### config.mk
export PLATFORM = sky130hd
export DESIGN_NAME = lut_tmux_sched
export DESIGN_NICKNAME = d
export VERILOG_FILES = /design/src/rtl/lut_tmux_sched.sv
export SDC_FILE = /design/constraint.sdc
export NUM_CORES = 1
export LEC_CHECK = 0
export ABC_AREA = 1
export ABC_CLOCK_PERIOD_IN_PS = 8000
export BUFFER_PORTS_ARGS = -buffer_cell sky130_fd_sc_hd__buf_2
export CAP_MARGIN = 20
export CORE_MARGIN = 4
export CORE_UTILIZATION = 55
export CTS_BUF_LIST = sky130_fd_sc_hd__clkbuf_8
export DETAILED_ROUTE_END_ITERATION = 12
export PLACE_DENSITY = 0.72
export SYNTH_ARGS = -nofsm -noshare
export SYNTH_HDL_FRONTEND = slang
export SYNTH_SLANG_ARGS = --single-unit
### constraint.sdc
create_clock -name clk -period 8 [get_ports clk]
set_clock_uncertainty 0.2 [all_clocks]
set_input_delay 1.2 -clock clk [delete_from_list [all_inputs] [get_ports clk]]
set_output_delay 1.2 -clock clk [all_outputs]
set_load 0.05 [all_outputs]
### src/rtl/lut_tmux_sched.sv
// lut_tmux_sched
// Shares one 4-input LUT evaluation cell across NUM_OUT primary outputs.
// Each output slot stores a 16-bit truth table plus four input selectors,
// loaded through a small config port while the block is idle. A start pulse
// snapshots pi, evaluates one slot per cycle into a shadow register, and then
// publishes every po bit at once together with a one-cycle done pulse.
//
// Ports:
//   clk       rising-edge clock for all state
//   rst_n     synchronous active-low reset
//   pi        primary inputs, captured when a sweep starts
//   start     launches a sweep; only looked at while idle
//   cfg_we    config write strobe
//   cfg_addr  slot index for the config write
//   cfg_data  {sel3, sel2, sel1, sel0, tt[15:0]}; sel0 drives LUT index bit 0
//   cfg_err   one-cycle pulse after a rejected config write
//   busy      high while slots are being evaluated
//   done      one-cycle pulse in the cycle po is updated
//   po        registered evaluated outputs, held between sweeps
module lut_tmux_sched #(
   parameter int NUM_IN  = 6,
   parameter int NUM_OUT = 6,
   parameter int SEL_W   = 3,
   parameter int ADDR_W  = 3
) (
   input  logic                     clk,
   input  logic                     rst_n,
   input  logic [NUM_IN-1:0]        pi,
   input  logic                     start,
   input  logic                     cfg_we,
   input  logic [ADDR_W-1:0]        cfg_addr,
   input  logic [16+4*SEL_W-1:0]    cfg_data,
   output logic                     cfg_err,
   output logic                     busy,
   output logic                     done,
   output logic [NUM_OUT-1:0]       po
);

   localparam int CFG_W = 16 + 4 * SEL_W;
   localparam int SEL_N = 1 << SEL_W;
   localparam logic [ADDR_W:0]   NUM_OUT_EXT = (ADDR_W + 1)'(NUM_OUT);
   localparam logic [ADDR_W-1:0] LAST_SLOT   = ADDR_W'(NUM_OUT - 1);

   typedef enum logic [1:0] {
      IDLE,
      EVAL,
      DONE
   } state_t;

   state_t              state;
   state_t              state_next;
   logic [CFG_W-1:0]    cfg_mem [NUM_OUT];
   logic [ADDR_W-1:0]   slot;
   logic [NUM_IN-1:0]   pi_q;
   logic [NUM_OUT-1:0]  shadow;
   logic [NUM_OUT-1:0]  shadow_next;
   logic [CFG_W-1:0]    cur_word;
   logic [SEL_N-1:0]    pi_ext;
   logic [3:0]          lut_idx;
   logic                lut_bit;
   logic                last_slot;
   logic                cfg_ok;

   // The pi snapshot is zero-extended to the full selector range so that any
   // selector code at or above NUM_IN reads a constant 0; the all-ones code is
   // the conventional "unused input" value.
   assign pi_ext    = {{(SEL_N - NUM_IN){1'b0}}, pi_q};
   assign cur_word  = cfg_mem[slot];
   assign last_slot = (slot == LAST_SLOT);
   assign cfg_ok    = (state == IDLE) && ({1'b0, cfg_addr} < NUM_OUT_EXT);

   // The shared LUT cell: pick the four inputs named by the current slot's
   // selectors, form the truth-table index and look up the result bit. The
   // shadow copy with that bit merged in is what po takes on the last slot,
   // so the final result does not need an extra cycle to land in shadow first.
   always_comb begin
      lut_idx     = '0;
      shadow_next = shadow;
      for (int k = 0; k < 4; k++) begin
         lut_idx[k] = pi_ext[cur_word[16 + k*SEL_W +: SEL_W]];
      end
      lut_bit = cur_word[lut_idx];
      if (state == EVAL) begin
         shadow_next[slot] = lut_bit;
      end
   end

   // Sweep sequencing: idle until start, one slot per cycle, then a single
   // publish cycle. busy and done come straight from the registered state so
   // they are glitch-free and line up with the po update.
   always_comb begin
      state_next = state;
      busy       = 1'b0;
      done       = 1'b0;
      case (state)
         IDLE: begin
            if (start) begin
               state_next = EVAL;
            end
         end
         EVAL: begin
            busy = 1'b1;
            if (last_slot) begin
               state_next = DONE;
            end
         end
         DONE: begin
            done       = 1'b1;
            state_next = IDLE;
         end
         default: begin
            state_next = IDLE;
         end
      endcase
   end

   // State register and sweep datapath. Reset anywhere, including mid-sweep,
   // drops the sweep and clears po, so a partially evaluated shadow never
   // becomes visible.
   always_ff @(posedge clk) begin
      if (!rst_n) begin
         state  <= IDLE;
         slot   <= '0;
         pi_q   <= '0;
         shadow <= '0;
         po     <= '0;
      end else begin
         state <= state_next;
         if (state == IDLE && start) begin
            pi_q <= pi;
            slot <= '0;
         end
         if (state == EVAL) begin
            shadow <= shadow_next;
            if (last_slot) begin
               po <= shadow_next;
            end else begin
               slot <= slot + 1'b1;
            end
         end
      end
   end

   // Config storage. Writes land only while idle and only for existing slots;
   // anything else is dropped and flagged for one cycle. A write on the same
   // edge as start is still taken, and the sweep sees it because slots are
   // read during EVAL rather than at launch.
   always_ff @(posedge clk) begin
      if (!rst_n) begin
         cfg_err <= 1'b0;
         for (int i = 0; i < NUM_OUT; i++) begin
            cfg_mem[i] <= '0;
         end
      end else begin
         cfg_err <= 1'b0;
         if (cfg_we) begin
            if (cfg_ok) begin
               cfg_mem[cfg_addr] <= cfg_data;
            end else begin
               cfg_err <= 1'b1;
            end
         end
      end
   end

endmodule

==> impl_metrics.toml, run 1 <==
[global_routing]
grt_pass1_wl_um = 40700
gr-usage-all-layers = 0.233
grt-ovfl-total = 0
grt_pass1_vias = 7876
antenna_found_initial = 0
grt_start_max_net_pins = 75

[setup_path]
reg2regPathDepth = 17
path_buf_inv = 5
worst_path_most_repeated_cell = "nand2_1"
end_kind = "register"
r2r_setup_slack_ns = 4.19
worstSetupPathDepth = 11
worstReg2RegEnd = "shadow[3]$_SDFFE_PN0P_"
critical_path.slowest_cell = "nand2_1"
r2r_start = "slot[1]$_SDFF_PN0_"
cp.arrival_ns = 4.04
critPathMaxStageDelay_ns = 0.43
worstPathCellList = "buf_2, nand2_1, nor2_1, inv_1, nor2_1, nand2_1, inv_1, o21ai_2, buf_4, nand2_1, buf_4"
critPathTopFamily = "buffers and inverters"
crit_type = "input pin to register"
path_max_fanout = 29
cp-start-kind = "input pin"
crit_required_ns = 8.02

[sta]
worst_pin_slew_ns = 0.860
hold_viol_final = 0
finalSetupTns_ns = 0
period_share = 0.503
slew_headroom = 0.425
fmax_mhz = 249
slew_viol_final = 0
layout_setup_ws_ns = 3.98
fin_crit_ns = 4.02
setup_viol = 0
rsz0062_at_grt = "false"

[finish]
fin_nets = 1283
sequential_cell_area_sq_um = 7210
drive_gt1_frac = 0.122
synthToLayoutAreaGrowth_pct = 12.2
multi_input_area_sq_um = 3460
antenna-diode-count = 0
fillers = 1620
finish.utilization = 0.637

[clock_network]
clk_pin_slew_ns = 0.06
insertion_delay_ns = 0.54
root_buffer = "clkbuf_8"
cts_setup_buffers = 0
cts_buffers = 43
cts_resized = 0
cts.sinks = 248
cts_tree = "built"
cts_max_level = 2
cts_hold_buf = 0
cts_max_path_buffers = 3

[logic_synthesis]
synthCells = 1131
synth_common_cells = "nor2_1, edfxtp_1, nand2_1"
ys.flop_type = "edfxtp_1"
netlist_top_cells_area = "edfxtp_1, nor2_1, nand2_1"
yosysTopAreaCell = "edfxtp_1"
synthSimpleGateAreaFrac = 0.214
yosysSeqAreaShare = 0.644
synth_top_family_by_area = "simple AND/OR/NAND/NOR gates"
synth_xor_area_frac = 0
synthMuxAreaShare = 0
ys_ff_latch = 248
ys.warnings.count = 0
synth-adder-area-share = 0.00223
synth_top_area_frac = 0.601
postSynthAreaPerCell_sq_um = 9.90
synth_compound_area_frac = 0.0726
synth_edf_count = 224
synth.most_common_cell = "nor2_1"
syn_area_sq_um = 11200
async_flop_share = 0
ys_types = 35

[floorplanning]
start_util = 0.568
dieArea_sq_um = 22700
io_pins = 50
die_w_um = 151
chipHeight_um = 151
row_count = 51
core_sq_um = 19700

[drt]
drtIter0Drc = 775
ant_nets = 0
wl_per_cell_um = 16.7
wirelength_um = 25600
avgViaCountPerCell = 5.34
drtPass1Iterations = 5
vias = 8191
drc = 0

[outcome]
status = "completed"

[pwr]
peakVddDrop_mv = 0.121
leakage_nw = 5.19
powerDensity_nw_per_um2 = 224

[placed_design]
dp_hpwl_um = 15900
portBuffers = 49
gp_congestion = 0.864
pre_cts_ws_ns = 3.22

[min_path]
hold_end = "po[5]$_SDFFE_PN0P_"
min_path_cells = 2
min_from = "po[5]$_SDFFE_PN0P_"
hold_class = "register to register"

[flow_run]
cap_violations = 0
[worst max path at each step]
stage | from | endpoint | slack [ns]
finish | rst_n | cfg_mem[1][12]$_SDFFCE_PN0P_ | 3.98
global route | rst_n | cfg_mem[1][22]$_SDFFCE_PN0P_ | 3.75
CTS | rst_n | cfg_mem[0][17]$_SDFFCE_PN0P_ | 3.78
detailed placement | rst_n | cfg_mem[0][8]$_SDFFCE_PN0P_ | 3.22
global placement | rst_n | cfg_mem[0][26]$_SDFFCE_PN0P_ | 3.36
floorplan | rst_n | cfg_mem[1][0]$_SDFFCE_PN0P_ | 4.13
[registers in the layout, summed over array words and instances, names as in the netlist]
register	flops
po	6
pi_q	6
cfg_mem	224
shadow	6
cfg_err	1
slot	3
state	2
[logic make-up after synthesis]
| logic type | count (synthesis) |
|---|---|
| AND/OR/NAND/NOR | 568 |
| flip-flops | 248 |
| buffers and inverters | 168 |
| AO/OA/AOI/OAI | 144 |
| adder cells (fa/ha/maj) | 2 |
| other | 1 |
[cells in the final DEF (no fill, tap or decap), types with 2 or more instances in the layout]
| cell type | netlist | routed |
|---|---|---|
| a211oi_1 | 2 | 2 |
| a21oi_1 | 38 | 37 |
| a22o_1 | 8 | 8 |
| a32o_1 | 2 | 2 |
| buf_2 | 15 | 49 |
| buf_4 | 6 | 16 |
| clkbuf_8 | 0 | 45 |
| clkinv_1 | 0 | 9 |
| clkinv_2 | 0 | 4 |
| conb_1 | 1 | 56 |
| dfxtp_1 | 24 | 23 |
| edfxtp_1 | 224 | 224 |
| ha_1 | 2 | 2 |
| inv_1 | 103 | 118 |
| inv_2 | 7 | 7 |
| nand2_1 | 212 | 212 |
| nand2_2 | 8 | 8 |
| nand3_1 | 66 | 66 |
| nand3_2 | 5 | 5 |
| nand3_4 | 4 | 4 |
| nand3b_1 | 5 | 5 |
| nand4_1 | 6 | 6 |
| nor2_1 | 247 | 247 |
| nor3_1 | 3 | 3 |
| nor3_2 | 2 | 2 |
| o211ai_1 | 3 | 3 |
| o21ai_0 | 57 | 56 |
| o21ai_1 | 8 | 8 |
| o22ai_1 | 21 | 21 |
| o31ai_1 | 3 | 3 |
| or2_2 | 8 | 8 |
[report_power, final]
group          internal [W]  total [W]  switching [W]
Combinational     0.0000901   0.000311       0.000221
Clock              0.000517    0.00101       0.000489
Sequential          0.00148    0.00149      0.0000183
Total               0.00208    0.00281       0.000729
[per-stage QoR]
| stage | hold slack (ns) | power, W | cell area, sq um | std cells |
|---|---|---|---|---|
| CTS | 0.343 | 0.00282 | 12500 | 1532 |
| detailed placement | 0.323 | 0.00183 | 11800 | 1458 |
| finish | 0.339 | 0.00281 | 12600 | 1534 |
| floorplan | 0.288 | 0.00174 | 11400 | 1186 |
| global placement | 0.313 | 0.00182 | 11800 | 1458 |
| global route | 0.360 | 0.00293 | 12600 | 1534 |
[area by class of cell]
cell class	count	area share
flip-flops and latches	248	0.574
multi-input cells	770	0.276
clock buffers	45	0.0493
inverters	110	0.0329
repair buffers	67	0.0325
well taps	265	0.0264
clock inverters	29	0.00946
[worst register-to-register path: cells and delay by family (launching register included)]
family,cells,cell delay (ns)
simple gates,13,1.80
flops,1,0.32
compound gates,1,0.09
buf+inv,3,1.23
[routing by layer]
layer | wire length (um) | global-route usage | vias up
met2 | 12000 | 0.373 | 305
met1 | 10600 | 0.317 | 3877
met5 | 0 | 0 | -
li1 | - | - | 3946
met4 | 775 | 0.0902 | 0
met3 | 2150 | 0.0476 | 63
Power figures use the tool's default switching activity.
==> run 2: changes to the inputs <==
Settings changed: ABC_CLOCK_PERIOD_IN_PS 8000 to 4030.
Clock period 8 ns to 4.03 ns, I/O delays scaled along.
==> run 2 against run 1 <==
Via count up 1.1%. Critical endpoint is now shadow[3]$_SDFFE_PN0P_. Utilization increased by 0.30 points. Critical path type is now register to register. Count of clock-buffer cells in the layout shrank 2. Routed wire length increased by 3.6%.
==> impl_metrics.toml, run 2 (same netlist as run 1, synthesis figures left out) <==
[finish]
synthToLayoutAreaGrowth_pct = 12.7
most-common-layout-cells = "nor2_1, edfxtp_1, nand2_1, inv_1, nand3_1"
design_area_sq_um = 12600
fin_nets = 1291
layout_commonest_cell = "nor2_1"
fin_cells = 1539
drive_gt1_frac = 0.130
largest_reg_flops = 224
largest-register = "cfg_mem"
finish.utilization = 0.640
antenna-diode-count = 0

[setup_path]
crit_type = "register to register"
cp-start-kind = "register"
path_buf_inv = 2
worst_path_most_repeated_cell = "nand2_1"
critPathTopFamily = "simple AND/OR/NAND/NOR gates"
path_max_fanout = 33
critPathMaxStageDelay_ns = 0.56
cp.arrival_ns = 3.38
crit_required_ns = 4.23
worstPathCellList = "buf_4, nand3_4, inv_1, nand2_1, nand2_1, nor2_1, nand2_1, a21oi_1, o21ai_0, nand3_1, nand2_1, nand3_1, nand3_2, nand3_1, nand2_1, a21oi_1"
critical_path.slowest_cell = "inv_1"
end_kind = "register"

[global_routing]
grt-ovfl-total = 0
grt_start_max_net_pins = 45
grt_pass1_vias = 8106
gr-usage-all-layers = 0.241
grt_pass1_wl_um = 42000
antenna_found_initial = 0

[sta]
fmax_mhz = 315
worst_pin_slew_ns = 0.851
slew_viol_final = 0
fin_hold_ws_ns = 0.125
period_share = 0.789
rsz0062_at_grt = "false"
slew_headroom = 0.431
setup_viol = 0
fin_crit_ns = 3.18
hold_viol_final = 0
finalSetupTns_ns = 0

[pwr]
powerDensity_nw_per_um2 = 446
p_clk_frac = 0.362
sw_frac_of_total = 0.261
pwr-share-comb = 0.111
power.switching_w = 0.00147
peakVddDrop_mv = 0.220
intPower_w = 0.00417
seq_power_share = 0.527
leakage_nw = 5.21

[clock_network]
root_buffer = "clkbuf_8"
clk_pin_slew_ns = 0.06
insertion_delay_ns = 0.57
cts_buffers = 43
cts_max_path_buffers = 3
cts_setup_buffers = 0
cts.sinks = 248
cts_hold_buf = 0
cts_resized = 0
cts_tree = "built"
cts_max_level = 2

[placed_design]
placed_cells = 1468
gp_congestion = 0.954
portBuffers = 49
dpl-instance-area_sq_um = 11900
dp_hpwl_um = 16500

[floorplanning]
die_w_um = 151
core_sq_um = 19700
row_count = 51
chipHeight_um = 151
start_util = 0.568
io_pins = 50
dieArea_sq_um = 22700

[drt]
avgViaCountPerCell = 5.38
ant_nets = 0
drtIter0Drc = 757
wl_per_cell_um = 17.2
wirelength_um = 26500
drc = 0
vias = 8282
drtPass1Iterations = 5

[flow_run]
cap_violations = 0

[outcome]
status = "completed"

[min_path]
hold_class = "input pin to register"
-- run 2: cell types whose count changed in the layout (fill, tap and decap cells not counted), moves of 2 or more --
cell,before,now
clkinvlp_4,0,3
inv_1,118,115
buf_4,16,24
clkbuf_8,45,43
buf_12,0,2
clkinv_1,9,7
-- run 2: area by class of cell --
| type | count | area [sq um] |
|---|---|---|
| clock inverter | 28 | 149 |
| timing repair buffer | 75 | 465 |
| sequential | 248 | 7210 |
| clock buffer | 43 | 592 |
| tap | 265 | 332 |
| multi-input combinational | 770 | 3460 |
| inverter | 110 | 413 |
| fill | 1626 | 7090 |
-- run 2: power by group through the flow --
stage          Sequential (W)  Clock [W]  Combinational [W]
2_1_floorplan         0.00301          0           0.000440
3_3_place_gp          0.00302          0           0.000609
3_5_place_dp          0.00302          0           0.000618
4_1_cts               0.00297    0.00207           0.000621
5_1_grt               0.00298    0.00219           0.000698
6_report              0.00297    0.00204           0.000628
-- run 2: final timing paths --
path	from	end	slack (ns)	depth (start not counted)
max	slot[0]$_SDFF_PN0_	shadow[3]$_SDFFE_PN0P_	0.85	16
min	cfg_we	cfg_err$_SDFF_PN0_	0.12	3
max reg2reg	slot[0]$_SDFF_PN0_	shadow[3]$_SDFFE_PN0P_	0.85	16
min reg2reg	shadow[0]$_SDFFE_PN0P_	shadow[0]$_SDFFE_PN0P_	0.33	2
-- run 2: per-stage QoR --
step / power [W] / worst slack (ns)
final: 0.00563 / 0.851
after global routing: 0.00586 / 0.541
after CTS: 0.00566 / 0.915
after detailed placement: 0.00364 / 0.957
after global placement: 0.00363 / 1.03
after floorplan: 0.00345 / 0.759
-- run 2: worst register-to-register path, cell delays in order (launching register included) --
cell     delay [ns]
dfxtp_2        0.37
buf_4          0.40
nand3_4        0.15
inv_1          0.56
nand2_1        0.10
nand2_1        0.10
nor2_1         0.05
nand2_1        0.13
a21oi_1        0.09
o21ai_0        0.11
nand3_1        0.10
nand2_1        0.11
nand3_1        0.12
nand3_2        0.19
nand3_1        0.09
nand2_1        0.09
a21oi_1        0.07
-- run 2: metal layers --
layer,up-vias,wire (um),track usage,part of all wire
li1,3956,-,-,-
met1,3844,11000,0.328,0.42
met2,410,12300,0.387,0.46
met3,72,2430,0.0512,0.092
met4,0,726,0.0843,0.027
met5,-,0,0,0
==> run 3: changes to the inputs <==
Settings changed: ABC_CLOCK_PERIOD_IN_PS 4030 to 2900, PLACE_DENSITY 0.72 to 0.75.
Clock period 4.03 ns to 2.9 ns, I/O delays scaled along.
==> run 3 against run 2 <==
Critical path depth shrank 1. Combinational power grew 48%. Sequential share of layout area shrank 1.7 points.
==> impl_metrics.toml, run 3 (same netlist as run 1, synthesis figures left out) <==
[outcome]
status = "completed"

[global_routing]
grt_pass1_vias = 8416
gr-usage-all-layers = 0.251
grt_pass1_wl_um = 43500
grt-ovfl-total = 0
antenna_found_initial = 0
grt_start_max_net_pins = 67

[drt]
wirelength_um = 27900
vias = 8499
drc = 0
drtPass1Iterations = 5
ant_nets = 0
wl_per_cell_um = 17.6
avgViaCountPerCell = 5.38
drtIter0Drc = 747

[setup_path]
cp-start-kind = "register"
crit_required_ns = 3.10
r2r_start = "slot[2]$_SDFF_PN0_"
cp.arrival_ns = 2.93
worst_path_most_repeated_cell = "nand2_1"
critPathMaxStageDelay_ns = 0.42
worstPathCellList = "inv_2, nand3_2, inv_1, buf_4, a22o_1, nor3_4, o211ai_1, nand2_1, nand2_1, nand2_2, inv_2, nand3_4, nand3_1, nand2_1, a21oi_1"
critPathTopFamily = "simple AND/OR/NAND/NOR gates"
end_kind = "register"
path_max_fanout = 13
critical_path.slowest_cell = "dfxtp_1"
path_buf_inv = 4
cp-startpoint = "slot[2]$_SDFF_PN0_"
crit_type = "register to register"
r2r_setup_slack_ns = 0.17

[clock_network]
insertion_delay_ns = 0.55
cts_tree = "built"
clk_pin_slew_ns = 0.07
cts_max_path_buffers = 3
cts.sinks = 248
cts_setup_buffers = 0
cts_max_level = 2
root_buffer = "clkbuf_8"
cts_buffers = 42

[pwr]
powerDensity_nw_per_um2 = 602
leakage_nw = 5.43
peakVddDrop_mv = 0.384

[sta]
rsz0062_at_grt = "false"
fin_crit_ns = 2.73
worst_pin_slew_ns = 0.638
finalSetupTns_ns = 0
setup_viol = 0
fmax_mhz = 366
slew_viol_final = 0
hold_viol_final = 0
slew_headroom = 0.573
period_share = 0.941

[finish]
most-common-layout-cells = "nor2_1, edfxtp_1, nand2_1, inv_1, nand3_1"
antenna-diode-count = 0
largest_reg_flops = 224
finish.utilization = 0.660
largest-register = "cfg_mem"
fillers = 1570
multi_input_area_sq_um = 3470
fin_nets = 1328
layout_commonest_cell = "nor2_1"
synthToLayoutAreaGrowth_pct = 16.2
drive_gt1_frac = 0.134
sequential_cell_area_sq_um = 7210

[floorplanning]
dieArea_sq_um = 22700
start_util = 0.568
row_count = 51
io_pins = 50
chipHeight_um = 151
core_sq_um = 19700
die_w_um = 151

[min_path]
min_from = "cfg_data[17]"
hold_class = "input pin to register"

[placed_design]
portBuffers = 49
gp_congestion = 0.952
dp_hpwl_um = 16700

[flow_run]
cap_violations = 0
## run 3: cell count changes in the layout (fill, tap and decap cells not counted), moves of 2 or more
cell,before,now
buf_4,24,35
clkbuf_8,43,45
clkinv_2,5,1
clkinv_1,7,4
dlygate4sd3_1,0,24
inv_1,115,126
## run 3: worst paths after layout
path                                  endpoint  cells after the start
setup / recovery        shadow[0]$_SDFFE_PN0P_                     15
hold / removal    cfg_mem[4][17]$_SDFFCE_PN0P_                      3
setup reg to reg        shadow[0]$_SDFFE_PN0P_                     15
hold reg to reg             po[1]$_SDFFE_PN0P_                      2
## run 3: metal layers
layer | up-vias | track usage | part of all wire
met5 | - | 0 | 0
met4 | 0 | 0.0839 | 0.035
met3 | 80 | 0.0497 | 0.096
met2 | 383 | 0.417 | 0.47
met1 | 4006 | 0.335 | 0.40
li1 | 4030 | - | -
## run 3: worst reg2reg max path, stage by stage (launching register included)
cell      delay [ns]
dfxtp_1         0.42
inv_2           0.19
nand3_2         0.18
inv_1           0.10
buf_4           0.20
a22o_1          0.24
nor3_4          0.26
o211ai_1        0.14
nand2_1         0.08
nand2_1         0.06
nand2_2         0.08
inv_2           0.05
nand3_4         0.10
nand3_1         0.09
nand2_1         0.10
a21oi_1         0.07
## run 3: layout make-up
cell class | count | area share
Multi-Input combinational cell | 770 | 0.267
Tap cell | 265 | 0.0255
Timing Repair Buffer | 113 | 0.0649
Clock inverter | 30 | 0.00932
Clock buffer | 45 | 0.0476
Sequential cell | 248 | 0.554
Inverter | 110 | 0.0319
## run 3: power by group
group / total, W / leakage, nW / internal (W) / switching (W)
sequential: 0.00413 / 2.53 / 0.00407 / 0.0000544
clock: 0.00277 / 0.457 / 0.00142 / 0.00135
combinational: 0.000930 / 2.44 / 0.000298 / 0.000632
## run 3: metrics by stage
step / hold slack, ns / instances / worst slack, ns / power [W] / cell area, sq um
6_report: 0.0257 / 1581 / 0.170 / 0.00783 / 13000
5_1_grt: 0.00872 / 1581 / 0.00878 / 0.00816 / 13000
4_1_cts: 0.00233 / 1580 / 0.171 / 0.00785 / 13000
3_5_place_dp: 0.317 / 1481 / 0.228 / 0.00507 / 12000
3_3_place_gp: 0.308 / 1481 / 0.291 / 0.00505 / 12000
2_1_floorplan: 0.288 / 1186 / 0.0441 / 0.00480 / 11400
## run 3: repair_timing
action	4_1_cts	5_1_grt
endpoints found under the setup margin	0	12
gates resized for setup	0	5
hold buffers	24	0
endpoints found under the hold margin	23	0
